File: src/rtl/controle_sirene.sv
// Siren controller for an intrusion alarm: arm/disarm, entry delay with a
// blinking warning LED, timed siren period and a saturating activation count.
module controle_sirene #(
    parameter int ATRASO       = 10,
    parameter int TEMPO_SIRENE = 50
) (
    input  logic       CLK,
    input  logic       RST_N,
    input  logic       ALARME,
    input  logic       SISTEMA,
    output logic       SIRENE,
    output logic       PISCA,
    output logic [1:0] ESTADO,
    output logic [3:0] DISPAROS
);

    typedef enum logic [1:0] {
        S_DESARMADO = 2'b00,
        S_VIGIA     = 2'b01,
        S_CONTAGEM  = 2'b10,
        S_SIRENE    = 2'b11
    } estado_t;

    // Last counter value of each timed state; the state lasts value+1 cycles.
    localparam logic [7:0] FIM_CONTAGEM = 8'(ATRASO - 1);
    localparam logic [7:0] FIM_SIRENE   = 8'(TEMPO_SIRENE - 1);

    estado_t    r_estado;
    estado_t    w_proximo;
    logic [7:0] r_cnt;
    logic [7:0] w_cnt_prox;
    logic       r_sirene;
    logic       w_sirene_prox;
    logic       r_pisca;
    logic       w_pisca_prox;
    logic [3:0] r_disparos;
    logic [3:0] w_disparos_prox;

    always_ff @(posedge CLK or negedge RST_N) begin
        if (!RST_N) begin
            r_estado   <= S_DESARMADO;
            r_cnt      <= 8'd0;
            r_sirene   <= 1'b0;
            r_pisca    <= 1'b0;
            r_disparos <= 4'd0;
        end else begin
            r_estado   <= w_proximo;
            r_cnt      <= w_cnt_prox;
            r_sirene   <= w_sirene_prox;
            r_pisca    <= w_pisca_prox;
            r_disparos <= w_disparos_prox;
        end
    end

    always_comb begin
        w_proximo = r_estado;
        case (r_estado)
            S_DESARMADO: w_proximo = S_VIGIA;
            S_VIGIA: begin
                if (ALARME) w_proximo = S_CONTAGEM;
            end
            S_CONTAGEM: begin
                if (r_cnt == FIM_CONTAGEM) w_proximo = S_SIRENE;
            end
            S_SIRENE: begin
                if (r_cnt == FIM_SIRENE) w_proximo = S_VIGIA;
            end
            default: w_proximo = S_DESARMADO;
        endcase
        // Disarm overrides every other transition, including aborting a siren.
        if (!SISTEMA) w_proximo = S_DESARMADO;
    end

    always_comb begin
        w_cnt_prox = r_cnt;
        if (w_proximo != r_estado) begin
            w_cnt_prox = 8'd0;
        end else if ((r_estado == S_CONTAGEM) || (r_estado == S_SIRENE)) begin
            w_cnt_prox = r_cnt + 8'd1;
        end
    end

    // Outputs are computed from the next state so they line up with ESTADO.
    always_comb begin
        w_sirene_prox = (w_proximo == S_SIRENE);
        w_pisca_prox  = 1'b0;
        if (w_proximo == S_CONTAGEM) begin
            w_pisca_prox = (r_estado != S_CONTAGEM) ? 1'b1 : ~r_pisca;
        end
    end

    always_comb begin
        w_disparos_prox = r_disparos;
        if ((w_proximo == S_SIRENE) && (r_estado != S_SIRENE) && (r_disparos != 4'hF)) begin
            w_disparos_prox = r_disparos + 4'd1;
        end
    end

    assign ESTADO   = r_estado;
    assign SIRENE   = r_sirene;
    assign PISCA    = r_pisca;
    assign DISPAROS = r_disparos;

endmodule

File: config.mk
export PLATFORM = sky130hd
export DESIGN_NAME = controle_sirene
export DESIGN_NICKNAME = d
export VERILOG_FILES = /design/src/rtl/controle_sirene.sv
export SDC_FILE = /design/constraint.sdc
export NUM_CORES = 1
export LEC_CHECK = 0
export BUFFER_PORTS_ARGS = -buffer_cell sky130_fd_sc_hd__buf_2
export CAP_MARGIN = 40
export CORE_UTILIZATION = 30
export DETAILED_ROUTE_END_ITERATION = 8
export PLACE_DENSITY = 0.44
export SYNTH_ARGS = -nofsm -noshare
export SYNTH_HDL_FRONTEND = slang
export SYNTH_SLANG_ARGS = --single-unit
File: constraint.sdc
create_clock -name CLK -period 2.9 [get_ports CLK]
set_input_delay 0.145 -clock CLK [delete_from_list [all_inputs] [get_ports CLK]]
set_output_delay 0.145 -clock CLK [all_outputs]
set_load 0.1 [all_outputs]
==> results of run 1 <==
[per-layer routing]
metal | track usage | vias up | wire, um
li1 | - | 300 | -
met1 | 0.150 | 284 | 756
met2 | 0.170 | 9 | 706
met3 | 0.0256 | 2 | 61
met4 | 0.0643 | 0 | 15
met5 | 0 | - | 0
[sequential cells by signal, summed over array words and instances (netlist names)]
| register | count |
|---|---|
| ESTADO | 2 |
| DISPAROS | 4 |
| SIRENE | 1 |
| r_cnt | 8 |
| PISCA | 1 |
[cell usage after synthesis, types with 2 or more instances]
master | count | share of area
a21oi_1 | 5 | 0.029
dfrtp_1 | 16 | 0.46
nor2_1 | 10 | 0.043
xor2_1 | 4 | 0.040
and2_1 | 2 | 0.014
nand2_1 | 6 | 0.026
nand3_1 | 2 | 0.012
xnor2_1 | 5 | 0.051
and4b_1 | 2 | 0.023
nand2b_1 | 2 | 0.014
ha_1 | 3 | 0.043
inv_1 | 2 | 0.0087
nand4_1 | 3 | 0.022
mux2_2 | 2 | 0.026
[cell families (layout without fill, tap and decap cells)]
logic type	count (synthesis)	count (layout)
and+or+nand+nor	35	35
buffers and inverters	3	18
adders and majority gates	3	3
muxes	2	2
DFF	16	16
xor gates and xnor gates	9	9
AOI/OAI and AO/OA	10	10
[area by class of cell]
class / count / area share
Timing Repair Buffer: 12 / 0.0652
Tap cell: 31 / 0.0388
Sequential cell: 16 / 0.401
Clock buffer: 4 / 0.0363
Inverter: 2 / 0.00752
Multi-Input combinational cell: 59 / 0.451
[timing repair]
item,CTS,global route
hold endpoints to repair,16,0
setup buffers,0,0
hold buffers,1,0
[power groups by stage]
stage	combinational, W	sequential (W)	clock, W
finish	0.0000810	0.000243	0.000146
global route	0.0000880	0.000245	0.000164
CTS	0.0000824	0.000243	0.000158
detailed placement	0.0000810	0.000247	0
global placement	0.0000808	0.000247	0
floorplan	0.0000404	0.000269	0
[through the flow]
step / hold WS (ns) / instances / utilization / setup WS [ns] / total power, W
finish: 0.166 / 124 / 0.365 / 1.19 / 0.000470
global route: 0.172 / 124 / 0.365 / 1.04 / 0.000497
CTS: 0.148 / 124 / 0.365 / 1.17 / 0.000483
detailed placement: 0.0915 / 119 / 0.348 / 1.18 / 0.000328
global placement: 0.0924 / 119 / 0.348 / 1.22 / 0.000328
floorplan: -0.151 / 78 / - / 0.940 / 0.000309
[path summary, 6_finish.rpt]
| check | from | to | cells past startpoint |
|---|---|---|---|
| hold reg to reg | DISPAROS[3] | DISPAROS[3] | 1 |
| setup reg to reg | r_cnt[1] | r_cnt[2] | 6 |
| setup / recovery | r_cnt[1] | r_cnt[2] | 6 |
| hold / removal | SISTEMA | ESTADO[1] | 2 |
| max in group asynchronous | RST_N | r_cnt[1] | 2 |
| min in group asynchronous | RST_N | DISPAROS[2] | 2 |
[worst max-delay path, delay by kind of cell (launching register included)]
| kind | cells | cell delay (ns) |
|---|---|---|
| compound gates | 2 | 0.51 |
| fa+ha+maj | 1 | 0.14 |
| buf+inv | 1 | 0.07 |
| flops | 1 | 0.42 |
| simple gates | 2 | 0.45 |
==> run_results.csv, run 1 <==
group,metric,value,unit
status,status,"complete, no violations",
yosys,synth_compound_area_frac,0.104,
power,irDropWorstVdd,0.000298,V
clock_tree,clockBufferDepth,2,
grt,antenna_found_initial,0,
setup_path,cp_cell_sequence,"inv_1 > ha_1 > nor4b_4 > a21boi_2 > o32ai_4 > nor2_1",
setup_path,r2r_slack,1.19,ns
setup_path,cp_data_required_time,3.06,ns
placed_design,place_congestion,0.693,
placed_design,dpl-instance-area,952,um^2
sta,tightest_slew,0.488,ns
power,power_frac_comb,0.172,
yosys,synthArstFlopShare,1.00,
yosys,synth_cell_types,28,
die,dieArea,3100,um^2
yosys,synthAdderAreaFrac,0.0434,
clock_tree,root_buffer,"clkbuf_4",
clock_tree,clock-sinks,16,
yosys,avgSynthCellArea,11.1,um^2
setup_path,path_max_fanout,8,
yosys,yosys_warnings,0,
grt,grt_use_total,0.114,
die,start_util,0.317,
route,wl,1.54,mm
route,routedWlPerCell,12.4,um
power,powerDensity,471,nW/um^2
power,p_int,0.000331,W
final_layout,drive_gt1_frac,0.280,
yosys,syn_nets,85,
final_layout,filler_cell_count,277,
die,die_h,55.7,um
die,row_count,19,
sta,maxSlewViolCount,0,
power,swShare,0.295,
grt,grt_pass1_wl,2.75,mm
sta,skew,0.00583,ns
sta,fin_setup_tns,0,ns
placed_design,hpwl,1.14,mm
yosys,seq_area_frac_synth,0.462,
power,power_frac_seq,0.516,
clock_tree,clk_latency,0.28,ns
route,antenna_left,0,
setup_path,cpMaxStageDelayCell,"dfrtp_1",
route,drc,0,
clock_tree,clk_pin_slew_worst_paths,0.09,ns
sta,grt_setup_unrepaired,"no",
clock_tree,cts_buffers,3,
route,drt_first_pass_iters,3,
die,ioPinCount,12,
final_layout,multi_input_area,450,um^2
yosys,synthSimpleGateAreaFrac,0.256,
final_layout,area_growth,15.3,%
final_layout,mostFrequentLayoutCells,"dfrtp_1, buf_2, nor2_1, nand2_1",
final_layout,final_area,998,um^2
grt,grt_pass1_vias,607,
yosys,synth_top_family_by_area,"simple AND/OR/NAND/NOR gates",
final_layout,n_antenna_cell,0,
setup_path,cp-end-kind,"register",
power,leakage,0.459,nW
yosys,syn_area,866,um^2
sta,finalCriticalPeriod,1.71,ns
final_layout,seqCellArea,400,um^2
power,p_switching,0.000139,W
final_layout,nets,101,
yosys,synth-edff-count,0,
sta,hold_viol,0,
grt,grt_max_degree,17,
grt,overflow,0,
setup_path,crit_type,"reg2reg",
yosys,syn_inst,78,
setup_path,worstSetupStartpointType,"register",
sta,slew_headroom,0.675,
sta,setup_viol,0,
min_path,hold_path_class,"in2reg",
yosys,ys.flop_type,"dfrtp_1",
sta,finalCritPeriodShare,0.590,
die,die_w,55.7,um
yosys,ys_seq_elements,16,
clock_tree,cts_tree,"built",
route,drt_iter0_markers,12,
setup_path,critPathMaxStageDelay,0.42,ns
route,vias,595,
clock_tree,cts.repair.resized,0,
route,avgViaCountPerCell,4.80,
placed_design,portBuffers,11,
clock_tree,h-tree-depth,1,
setup_path,crit_arrival,1.87,ns
yosys,muxShareOfSynthArea,0.0260,
sta,fmax,584,MHz
power,clkPwrFrac,0.311,
yosys,synthXorXnorAreaFrac,0.0910,
die,core,2730,um^2
run,maxCapViolations,0,
final_layout,layout_commonest_cell,"dfrtp_1",
Note: power is estimated with default switching activity, not from simulation.
==> inputs of run 2 (changes only) <==
clock period = 1.7 ns   (was 2.9 ns; I/O delays follow)
==> run 2 against run 1 <==
  * Final area rose by 4.8%
  * Global-route usage grew 0.56 points
  * Sequential share of layout area shrank 1.1 points
  * Clock-buffer cell count did not move
  * Clock power rose by 45%
  * Power up 69%
  * First-iteration DRC count rose by 50%
  * Fmax up 10%
  * Via count increased by 2.4%
  * Routed wire length rose by 4.3%
  * Critical path type unchanged
  * Largest cell class unchanged
  * Largest power group unchanged
  * Highest routed layer unchanged
==> run_results.csv, run 2 (synthesized netlist as in run 1, its figures left out) <==
group,metric,value,unit
status,status,"complete, no violations",
sta,hold_viol,0,
clock_tree,cts_tree,"built",
clock_tree,h-tree-depth,1,
clock_tree,cts.repair.resized,0,
run,maxCapViolations,0,
clock_tree,clockBufferDepth,2,
setup_path,worstSetupStartpointType,"register",
clock_tree,clk_pin_slew_worst_paths,0.10,ns
placed_design,place_congestion,0.676,
route,vias,609,
clock_tree,root_buffer,"clkbuf_4",
route,drt_iter0_markers,18,
sta,setup_viol,0,
die,die_h,55.7,um
placed_design,dp_cells,123,
setup_path,cp-end-kind,"register",
final_layout,final_area,1050,um^2
sta,skew,0.00747,ns
die,dieArea,3100,um^2
setup_path,crit_type,"reg2reg",
final_layout,n_antenna_cell,0,
clock_tree,clk_latency,0.29,ns
die,ioPinCount,12,
final_layout,nets,106,
clock_tree,clock-sinks,16,
final_layout,mostFrequentLayoutCells,"buf_2, dfrtp_1, nor2_1, dfrtp_2, nand2_1",
sta,grt_setup_unrepaired,"no",
die,core,2730,um^2
power,leakage,0.475,nW
power,powerDensity,757,nW/um^2
sta,finalCritPeriodShare,0.914,
setup_path,critPathMaxStageDelay,0.39,ns
die,start_util,0.317,
setup_path,cpMaxStageDelayCell,"dfrtp_1",
route,drt_first_pass_iters,3,
setup_path,cp_cell_sequence,"inv_1 > ha_1 > nor4b_4 > buf_4 > a21oi_1 > a21oi_2 > and4b_1",
final_layout,largest_reg_flops,8,
grt,antenna_found_initial,0,
grt,grt_pass1_wl,2.86,mm
grt,grt_use_total,0.119,
placed_design,portBuffers,11,
grt,grt_max_degree,17,
grt,grt_pass1_vias,630,
min_path,hold_path_class,"in2reg",
placed_design,dpl-instance-area,990,um^2
route,antenna_left,0,
final_layout,layout_commonest_cell,"buf_2",
sta,finalCriticalPeriod,1.55,ns
sta,maxSlewViolCount,0,
setup_path,crit_arrival,1.74,ns
clock_tree,cts_buffers,3,
sta,whs,0.0943,ns
power,finalPower,0.000792,W
die,row_count,19,
setup_path,path_max_fanout,4,
route,wl,1.61,mm
grt,overflow,0,
route,routedWlPerCell,12.4,um
sta,fin_setup_tns,0,ns
sta,tightest_slew,0.484,ns
final_layout,area_growth,20.8,%
final_layout,drive_gt1_frac,0.367,
setup_path,cp_data_required_time,1.89,ns
placed_design,hpwl,1.14,mm
route,avgViaCountPerCell,4.72,
final_layout,largest-register,"r_cnt",
sta,fmax,643,MHz
sta,slew_headroom,0.680,
route,drc,0,
power,irDropWorstVdd,0.000593,V
final_layout,final_cell_count_no_fill,129,
die,die_w,55.7,um
[run 2: cell count changes in the layout (fill, tap and decap cells not counted), sizes merged]
| cell | previous run | this run |
|---|---|---|
| buf | 11 | 16 |
[run 2: area by class of cell]
type	instances	area (um^2)
tap	31	38.8
multi-input combinational	59	450
fill	273	1690
sequential	16	408
clock buffer	4	26.3
inverter	2	7.51
timing repair buffer	17	115
[run 2: repair_timing]
| action | 4_1_cts | 5_1_grt |
|---|---|---|
| setup endpoints to repair | 0 | 5 |
| hold endpoints to repair | 16 | 0 |
| setup buffers | 0 | 1 |
| hold buffers | 1 | 0 |
[run 2: final timing paths]
check / slack [ns] / endpoint / cells past startpoint / start
setup reg to reg: 0.15 / PISCA / 7 / r_cnt[1]
hold reg to reg: 0.50 / DISPAROS[3] / 1 / DISPAROS[3]
setup / recovery: 0.15 / PISCA / 7 / r_cnt[1]
max in group asynchronous: 1.17 / DISPAROS[1] / 2 / RST_N
min in group asynchronous: 0.24 / PISCA / 2 / RST_N
hold / removal: 0.09 / ESTADO[1] / 2 / SISTEMA
[run 2: layer usage]
layer / track usage / wire (um)
met5: 0 / 0
met3: 0.0488 / 79
met1: 0.161 / 803
met4: 0.0214 / 10
met2: 0.181 / 713
[run 2: stage by stage]
step / util / setup WS [ns]
final: 0.383 / 0.146
after global routing: 0.383 / 0.0130
after CTS: 0.375 / 0.107
after detailed placement: 0.362 / 0.119
after global placement: 0.362 / 0.155
after floorplan: - / 0.0548
[run 2: critical path, delay by kind of cell (launching register included)]
family / cells / cell delay, ns
and+or+nand+nor: 2 / 0.45
DFF: 1 / 0.39
AOI/OAI and AO/OA: 2 / 0.25
buffers and inverters: 2 / 0.23
adders and majority gates: 1 / 0.13
[run 2: report_power, final]
part | total, W | leakage, nW | internal, W | switching [W]
registers | 0.000411 | 0.211 | 0.000393 | 0.0000183
clock network | 0.000211 | 0.0150 | 0.0000911 | 0.000120
logic | 0.000170 | 0.249 | 0.0000665 | 0.000104
total | 0.000792 | 0.475 | 0.000550 | 0.000242
==> inputs of run 3 (changes only) <==
clock period = 1.6 ns   (was 1.7 ns; I/O delays follow)
==> run 3 against run 2 <==
  * Die area unchanged
  * Fmax is 1.9% lower
  * Non-clock buffer count grew 5
  * Largest power group unchanged
  * Critical path type unchanged
  * Combinational power is 19% higher
  * Cell count grew 3.1%
==> run_results.csv, run 3 (synthesized netlist as in run 1, its figures left out) <==
group,metric,value,unit
route,vias,635,
final_layout,mostFrequentLayoutCells,"buf_2, dfrtp_1, nor2_1, buf_4, nand2_1",
route,drt_first_pass_iters,2,
clock_tree,clockBufferDepth,2,
sta,finalCriticalPeriod,1.58,ns
final_layout,filler_cell_count,275,
clock_tree,clk_latency,0.28,ns
power,leakage,0.512,nW
setup_path,worstSetupStartpointType,"register",
placed_design,hpwl,1.20,mm
sta,fmax,631,MHz
route,avgViaCountPerCell,4.77,
placed_design,portBuffers,11,
die,ioPinCount,12,
die,dieArea,3100,um^2
min_path,min_from,"SISTEMA",
clock_tree,clock-sinks,16,
sta,skew,0.00190,ns
route,wl,1.61,mm
die,die_h,55.7,um
final_layout,nets,111,
route,antenna_left,0,
sta,finalCritPeriodShare,0.991,
status,status,"complete, no violations",
final_layout,largest_reg_flops,8,
min_path,whs_path_depth,2,
grt,grt_pass1_wl,2.84,mm
setup_path,reg2reg_to,"r_cnt[1]",
run,maxCapViolations,0,
sta,whs,0.0960,ns
sta,grt_setup_unrepaired,"yes",
grt,grt_max_degree,17,
setup_path,crit_type,"reg2reg",
die,die_w,55.7,um
clock_tree,clk_pin_slew_worst_paths,0.09,ns
placed_design,place_congestion,0.757,
route,drc,0,
setup_path,cp-end-kind,"register",
final_layout,n_antenna_cell,0,
min_path,hold_path_end,"ESTADO[1]",
grt,grt_use_total,0.120,
sta,fin_setup_tns,0,ns
final_layout,layout_commonest_cell,"buf_2",
power,powerDensity,773,nW/um^2
final_layout,area_growth,27.0,%
route,routedWlPerCell,12.1,um
clock_tree,root_buffer,"clkbuf_4",
clock_tree,cts_buffers,3,
setup_path,reg2reg_depth,6,
grt,overflow,0,
grt,antenna_found_initial,0,
die,row_count,19,
power,irDropWorstVdd,0.000418,V
final_layout,drive_gt1_frac,0.412,
sta,hold_viol,0,
sta,tightest_slew,0.483,ns
final_layout,largest-register,"r_cnt",
min_path,hold_path_class,"in2reg",
grt,grt_pass1_vias,634,
placed_design,preCtsSetupSlack,-0.0449,ns
setup_path,r2r_slack,0.02,ns
sta,maxSlewViolCount,0,
setup_path,cp_data_required_time,1.80,ns
power,finalPower,0.000850,W
setup_path,r2r_start,"r_cnt[0]",
die,core,2730,um^2
clock_tree,h-tree-depth,1,
setup_path,path_max_fanout,8,
route,drt_iter0_markers,1,
clock_tree,cts_tree,"built",
sta,worst_slack,0.0152,ns
die,start_util,0.317,
sta,setup_viol,0,
setup_path,crit_arrival,1.79,ns
sta,slew_headroom,0.680,
==> run 3: through the flow <==
stage / util / cells / area, um^2
after floorplan: - / 78 / 881
after global placement: 0.370 / 125 / 1010
after detailed placement: 0.370 / 125 / 1010
after CTS: 0.395 / 131 / 1080
after global routing: 0.402 / 133 / 1100
final: 0.402 / 133 / 1100
==> run 3: critical path, cell delays in order, from the launching register on <==
cell and delay, ns:
dfrtp_1 0.40, ha_1 0.20, nor4b_4 0.15, a21oi_1 0.28, o32ai_4 0.15, buf_12 0.16, a211oi_2 0.17
==> run 3: worst max path at each step <==
stage | startpoint | end | slack [ns] | cells past startpoint
2_1_floorplan | ESTADO[0] | r_cnt[1] | 0.002 | 4
3_3_place_gp | r_cnt[1] | r_cnt[2] | 0.009 | 6
3_5_place_dp | r_cnt[1] | r_cnt[6] | -0.04 | 6
4_1_cts | r_cnt[1] | r_cnt[1] | -0.04 | 7
5_1_grt | r_cnt[1] | PISCA | -0.12 | 7
6_report | r_cnt[0] | r_cnt[1] | 0.02 | 6
==> run 3: layout make-up <==
class,instances,area (um^2),area share
clock buffer,3,22.5,0.0205
multi-input combinational,59,463,0.421
tap,31,38.8,0.0353
inverter,2,7.51,0.00683
sequential,16,415,0.378
timing repair buffer,22,153,0.139
==> run 3: timing repair <==
action,in CTS,in global routing
setup buffers,2,2
resized for setup,1,1
hold buffers,1,0
endpoints found under the setup margin,10,13
endpoints found under the hold margin,16,0
pin swaps,2,3
==> run 3: report_power, final <==
group,switching [W],total [W],internal (W),leakage (nW)
Clock,0.000125,0.000212,0.0000872,0.0138
Sequential,0.0000160,0.000434,0.000418,0.210
Combinational,0.000119,0.000203,0.0000842,0.289
==> run 3: layer usage <==
layer / up-vias / GRT usage / part of all wire
met4: 0 / 0.0536 / 0.012
met5: - / 0 / 0
met2: 7 / 0.191 / 0.46
met1: 306 / 0.153 / 0.50
li1: 320 / - / -
met3: 2 / 0.0302 / 0.029
